[src/rtl/line_clear_ctrl_pkg.sv]
// Shared types and sizing for the line-clear sequencer.
package line_clear_ctrl_pkg;

  localparam int ROW_CNT          = 20;
  localparam int COL_CNT          = 10;
  localparam int COLOR_W          = 3;
  localparam int BLINK_FRAMES_DEF = 8;
  localparam int BLINK_CNT_DEF    = 3;

  // Row index, signed pointer (one bit wider so stepping below row 0 is visible),
  // and a line counter able to hold ROW_CNT.
  localparam int ROW_W   = $clog2(ROW_CNT);
  localparam int PTR_W   = ROW_W + 1;
  localparam int LINES_W = $clog2(ROW_CNT + 1);

  typedef logic [COLOR_W-1:0]               color_t;
  typedef color_t [COL_CNT-1:0]             row_t;
  typedef row_t   [ROW_CNT-1:0]             field_t;   // field[0] is the top row

  typedef enum logic [2:0] {
    ST_IDLE,
    ST_SCAN,
    ST_BLINK,
    ST_COLLAPSE,
    ST_FILL,
    ST_DONE
  } state_e;

endpackage

[src/rtl/line_clear_ctrl_row_full_detect.sv]
// Combinational full-row detector: a row is full when no cell holds color 0.
module line_clear_ctrl_row_full_detect
  import line_clear_ctrl_pkg::*;
(
  input  row_t row_i,
  output logic full_o
);

  logic [COL_CNT-1:0] occ;

  for (genvar c = 0; c < COL_CNT; c++) begin : g_cell
    assign occ[c] = |row_i[c];
  end

  assign full_o = &occ;

endmodule

[src/rtl/line_clear_ctrl.sv]
// Line-clear sequencer: snapshot the field, find full rows, blink them via a
// per-row hide mask, then compact the field bottom-up and zero-fill the top.
module line_clear_ctrl
  import line_clear_ctrl_pkg::*;
#(
  parameter int BLINK_FRAMES = BLINK_FRAMES_DEF,
  parameter int BLINK_CNT    = BLINK_CNT_DEF
) (
  input  logic               clk_i,
  input  logic               rst_i,
  input  logic               start_i,
  input  field_t             field_i,
  input  logic               frame_tick_i,
  output logic               busy_o,
  output logic               done_o,
  output field_t             field_o,
  output logic [ROW_CNT-1:0] hide_rows_o,
  output logic [LINES_W-1:0] lines_cleared_o
);

  localparam int FRM_W = $clog2(BLINK_FRAMES + 1);
  localparam int PH_W  = $clog2(2 * BLINK_CNT + 1);

  localparam logic [FRM_W-1:0]        FRM_LAST = FRM_W'(BLINK_FRAMES - 1);
  localparam logic [PH_W-1:0]         PH_LAST  = PH_W'(2 * BLINK_CNT - 1);
  localparam logic [ROW_W-1:0]        ROW_LAST = ROW_W'(ROW_CNT - 1);
  localparam logic signed [PTR_W-1:0] PTR_TOP  = PTR_W'(ROW_CNT - 1);

  state_e                    state_q;
  field_t                    field_q;
  logic [ROW_CNT-1:0]        hide_q;
  logic [ROW_CNT-1:0]        full_mask_q;
  logic [LINES_W-1:0]        lines_q;
  logic                      busy_q;
  logic                      done_q;
  logic [ROW_W-1:0]          row_ptr_q;
  logic [FRM_W-1:0]          frm_q;
  logic [PH_W-1:0]           ph_q;
  logic signed [PTR_W-1:0]   rd_q;
  logic signed [PTR_W-1:0]   wr_q;

  logic                      row_full;
  logic [ROW_CNT-1:0]        full_mask_d;
  logic [LINES_W-1:0]        lines_d;
  logic signed [PTR_W-1:0]   rd_d;
  logic signed [PTR_W-1:0]   wr_d;
  logic signed [PTR_W-1:0]   wr_next;
  logic [ROW_W-1:0]          rd_idx;
  logic [ROW_W-1:0]          wr_idx;

  // Scan works on the latched copy, one row per cycle.
  line_clear_ctrl_row_full_detect u_row_full (
    .row_i  (field_q[row_ptr_q]),
    .full_o (row_full)
  );

  assign rd_idx  = rd_q[ROW_W-1:0];
  assign wr_idx  = wr_q[ROW_W-1:0];
  assign rd_d    = rd_q - PTR_W'(1);
  assign wr_d    = wr_q - PTR_W'(1);
  // Write pointer as it stands after the current collapse step.
  assign wr_next = full_mask_q[rd_idx] ? wr_q : wr_d;

  // Mask and count including the row currently under the scan pointer.
  always_comb begin
    full_mask_d = full_mask_q;
    lines_d     = lines_q;
    if (row_full) begin
      full_mask_d[row_ptr_q] = 1'b1;
      lines_d                = lines_q + 1'b1;
    end
  end

  // Sequencer FSM; every output comes straight from a register.
  always_ff @(posedge clk_i) begin
    if (rst_i) begin
      state_q     <= ST_IDLE;
      field_q     <= '0;
      hide_q      <= '0;
      full_mask_q <= '0;
      lines_q     <= '0;
      busy_q      <= 1'b0;
      done_q      <= 1'b0;
      row_ptr_q   <= '0;
      frm_q       <= '0;
      ph_q        <= '0;
      rd_q        <= '0;
      wr_q        <= '0;
    end else begin
      done_q <= 1'b0;
      case (state_q)
        ST_IDLE: begin
          if (start_i) begin
            field_q     <= field_i;
            full_mask_q <= '0;
            lines_q     <= '0;
            row_ptr_q   <= '0;
            busy_q      <= 1'b1;
            state_q     <= ST_SCAN;
          end
        end

        ST_SCAN: begin
          full_mask_q <= full_mask_d;
          lines_q     <= lines_d;
          row_ptr_q   <= row_ptr_q + 1'b1;
          if (row_ptr_q == ROW_LAST) begin
            row_ptr_q <= '0;
            frm_q     <= '0;
            ph_q      <= '0;
            if (full_mask_d != '0) begin
              hide_q  <= full_mask_d;   // phase 0 hides the full rows
              state_q <= ST_BLINK;
            end else begin
              busy_q  <= 1'b0;
              done_q  <= 1'b1;
              state_q <= ST_DONE;
            end
          end
        end

        ST_BLINK: begin
          if (frame_tick_i) begin
            if (frm_q == FRM_LAST) begin
              frm_q <= '0;
              if (ph_q == PH_LAST) begin
                ph_q    <= '0;
                hide_q  <= '0;
                rd_q    <= PTR_TOP;
                wr_q    <= PTR_TOP;
                state_q <= ST_COLLAPSE;
              end else begin
                ph_q   <= ph_q + 1'b1;
                // Next phase has the opposite parity of the current one.
                hide_q <= ph_q[0] ? full_mask_q : '0;
              end
            end else begin
              frm_q <= frm_q + 1'b1;
            end
          end
        end

        ST_COLLAPSE: begin
          rd_q <= rd_d;
          if (!full_mask_q[rd_idx]) begin
            field_q[wr_idx] <= field_q[rd_idx];
            wr_q            <= wr_d;
          end
          if (rd_d[PTR_W-1]) begin
            if (!wr_next[PTR_W-1]) begin
              state_q <= ST_FILL;
            end else begin
              busy_q  <= 1'b0;
              done_q  <= 1'b1;
              state_q <= ST_DONE;
            end
          end
        end

        ST_FILL: begin
          field_q[wr_idx] <= '0;
          wr_q            <= wr_d;
          if (wr_d[PTR_W-1]) begin
            busy_q  <= 1'b0;
            done_q  <= 1'b1;
            state_q <= ST_DONE;
          end
        end

        ST_DONE: begin
          state_q <= ST_IDLE;
        end

        default: state_q <= ST_IDLE;
      endcase
    end
  end

  assign busy_o          = busy_q;
  assign done_o          = done_q;
  assign field_o         = field_q;
  assign hide_rows_o     = hide_q;
  assign lines_cleared_o = lines_q;

endmodule
[config.mk]
export PLATFORM = sky130hd
export DESIGN_NAME = line_clear_ctrl
export DESIGN_NICKNAME = d
export VERILOG_FILES = /design/src/rtl/line_clear_ctrl_pkg.sv /design/src/rtl/line_clear_ctrl_row_full_detect.sv /design/src/rtl/line_clear_ctrl.sv
export SDC_FILE = /design/constraint.sdc
export NUM_CORES = 2
export LEC_CHECK = 0
export CAP_MARGIN = 20
export CELL_PAD_IN_SITES_DETAIL_PLACEMENT = 1
export CELL_PAD_IN_SITES_GLOBAL_PLACEMENT = 1
export CORE_AREA = 5 5 473 475
export CTS_CLUSTER_DIAMETER = 80
export CTS_CLUSTER_SIZE = 40
export DETAILED_ROUTE_END_ITERATION = 8
export DIE_AREA = 0 0 478 480
export PLACE_DENSITY_LB_ADDON = 0.1
export SETUP_SLACK_MARGIN = 0.2
export SLEW_MARGIN = 20
export SYNTH_ARGS = -nofsm -noshare
export SYNTH_HDL_FRONTEND = slang
export SYNTH_SLANG_ARGS = --single-unit
[constraint.sdc]
create_clock -name clk_i -period 4.1 [get_ports clk_i]
set_input_delay 1.025 -clock clk_i [delete_from_list [all_inputs] [get_ports clk_i]]
set_output_delay 1.025 -clock clk_i [all_outputs]
set_load 0.005 [all_outputs]
==> flow_summary.json <==
{
  "worstMarginPinSlew_ps": 1233,
  "register_area_sq_mm": 0.01351,
  "worst-endpoint-arrival_ps": 4600,
  "coreArea_sq_mm": 0.2189,
  "grt_pass1_vias": 44430,
  "drtPass1Iterations": 5,
  "multi_input_area_sq_mm": 0.02123,
  "status": "completed",
  "grt_pass1_wl_um": 476100,
  "period_needed_ps": 3990,
  "num-nets-final": 5825,
  "cp-start-kind": "register",
  "ys_types": 69,
  "synth_cells": 4056,
  "syn2layout_area_growth_pct": 56.88,
  "clk_pin_slew_worst_paths_ps": 60,
  "reg2reg_depth": 12,
  "crit_fanout": 30,
  "numCtsBuffers": 86,
  "power_density_mw_per_mm2": 892.3,
  "num_vias": 44720,
  "first_iter_violations": 4160,
  "endpoint_kind": "register",
  "drc": 0,
  "mappedNetlistArea_sq_mm": 0.03643,
  "antenna_found_initial": 136,
  "fmax_ghz": 0.2507,
  "vias_per_cell": 5.461,
  "htree_levels": 3,
  "globalRouteTotalUtil": 0.3081,
  "drt-total-wl_um": 372800,
  "min_period_over_period": 0.9731,
  "grt_max_degree": 152,
  "slowest_stage": "nor4b_1",
  "finalHoldViolCount": 0,
  "overflow": 0,
  "yosys-top-cells-area": "dfxtp_1, mux4_2, a22o_1, a22oi_1, nor2_1",
  "synth-seq-cells": 674,
  "fillers": 24840,
  "cts_hold_buf": 0,
  "hold_class": "reg2reg",
  "worst_ep_required_time_ps": 4710,
  "synth.top_cell.area_share": 0.3704,
  "rsz0062_at_grt": "true",
  "max_stage_delay_ps": 750,
  "ys_warn_count": 0,
  "clock_latency_ps": 750,
  "die_x_um": 478,
  "max_slew_margin": 0.1780,
  "wl_per_cell_um": 45.53,
  "pin_count": 1231,
  "place.port_buffers": 1230,
  "syn_avg_cell_area_sq_um": 8.981,
  "ys_async_sr_fraction": 0,
  "cts_root_buf": "clkbuf_16",
  "die_h_um": 480,
  "num_rows": 172,
  "clk_path_buf_depth": 3,
  "final_common_cell": "clkdlybuf4s50_1",
  "dp_hpwl_um": 291500,
  "syn_nets": 4671,
  "cts_tree": "yes",
  "clkSinkCount": 674,
  "die_area_sq_mm": 0.2294,
  "yosysSeqAreaShare": 0.3704,
  "synth_edf_count": 0,
  "yosys.area.top_type": "dfxtp_1",
  "dpl_cell_area_sq_mm": 0.05383,
  "report.final.slew_viol_count": 0,
  "start_util": 0.1664,
  "ys.flop_type": "dfxtp_1",
  "p_total_mw": 50.99,
  "path_class": "reg2reg",
  "drtAntennaViolNets": 0,
  "crit_chain": "buf_4 > nor4b_1 > nor3_1 > nor3_1 > o2111ai_1 > o21ai_1 > nor4_2 > buf_4 > a21oi_1 > buf_12 > o21ai_0 > o41ai_1",
  "leakage_nw": 19.35,
  "fin_skew_ps": 40.99,
  "final_area_sq_mm": 0.05715,
  "ir_drop_v": 0.0003228,
  "routabilityCongestion": 0.8751,
  "drive_gt1_frac": 0.1435,
  "most-common-layout-cells": "clkdlybuf4s50_1, nor2_1, dfxtp_1",
  "holdPathStages": 2,
  "max_cap_viol_count": 0,
  "setup-violations-final": 0
}
power by group:
group / leakage, nW / internal (mW) / switching, mW / total (mW)
sequential: 5.54 / 8.79 / 5.06 / 13.8
clock: 1.46 / 4.65 / 3.97 / 8.62
combinational: 12.4 / 11.6 / 16.9 / 28.5
total: 19.4 / 25.1 / 25.9 / 51.0
path summary, 6_finish.rpt:
| check | startpoint | to | slack, ps |
|---|---|---|---|
| worst max-delay path | row_ptr_q[0] | hide_rows_o[2] | 110 |
| worst min-delay path | hide_rows_o[16] | hide_rows_o[16] | 470 |
| worst max register to register | row_ptr_q[0] | hide_rows_o[2] | 110 |
| worst min register to register | hide_rows_o[16] | hide_rows_o[16] | 470 |
sequential cells by signal, summed over array words and instances (netlist names):
name,count
done_o,1
state_q,3
frm_q,4
lines_cleared_o,5
field_o,600
wr_q,6
row_ptr_q,5
rd_q,6
ph_q,3
full_mask_q,20
hide_rows_o,20
busy_o,1
kinds of logic after synthesis:
logic type	count (synthesis)	synth area share
xor+xnor	11	0.002645
compound gates	1508	0.3050
mux	192	0.1170
buf+inv	524	0.05990
flops	674	0.3704
simple gates	1136	0.1412
fa+ha+maj	11	0.003778
per-layer routing:
layer,global-route usage,share of wire
met1,0.3900,0.42
met4,0.1007,0.036
met3,0.08278,0.075
met2,0.5082,0.47
met5,0,0.00095
worst max-delay path, delay by kind of cell, from the launching register on:
kind | cells | cell delay (ps)
buf+inv | 3 | 830
simple gates | 4 | 1500
compound gates | 5 | 1130
flops | 1 | 380
cell type report:
class	count	area share
clock inverter	57	0.01322
clock buffer	97	0.03978
antenna	42	0.001839
multi-input combinational	2858	0.3716
timing repair buffer	1555	0.2720
tap	2871	0.06286
sequential	674	0.2364
inverter	35	0.002299
synthesized netlist by cell type, types with 5 or more instances:
master    count
nor2_1      692
dfxtp_1     674
a22oi_1     358
a22o_1      330
clkbuf_1    320
a211oi_1    302
o22ai_1     273
mux4_2      187
buf_2       142
nor4_1      112
nor3_1      107
a21oi_1      89
nand2_1      76
nor4b_1      43
o21ai_0      39
inv_1        33
nand3_1      32
o41ai_1      24
o21a_1       20
o21ai_1      20
nor2b_1      19
buf_1        17
ha_1         11
nand2b_1     11
buf_4        10
a31oi_1       9
and3_1        9
and2_1        7
nand4_1       7
o21ai_2       6
or2_2         6
xor2_1        6
a221oi_1      5
a311oi_1      5
xnor2_1       5
per-stage QoR:
step           instances  hold slack [ps]  TNS, ps  utilization  setup WS [ps]
2_1_floorplan       4056            455.6        0            -           1255
3_5_place_dp        7987            472.2   -61.18       0.2460         -61.18
4_1_cts             8141            481.6        0       0.2600          187.2
5_1_grt             8171            496.9        0       0.2609          178.1
6_report            8189            474.7        0       0.2611          110.4
3_3_place_gp        7987            474.9   -43.24       0.2459         -43.24
what timing repair did:
action,4_1_cts,5_1_grt
setup buffers,0,5
setup endpoints to repair,52,44
gates resized for setup,7,14
cloned,0,1
pin swaps,0,1
Note: power is estimated with default switching activity, not from simulation.
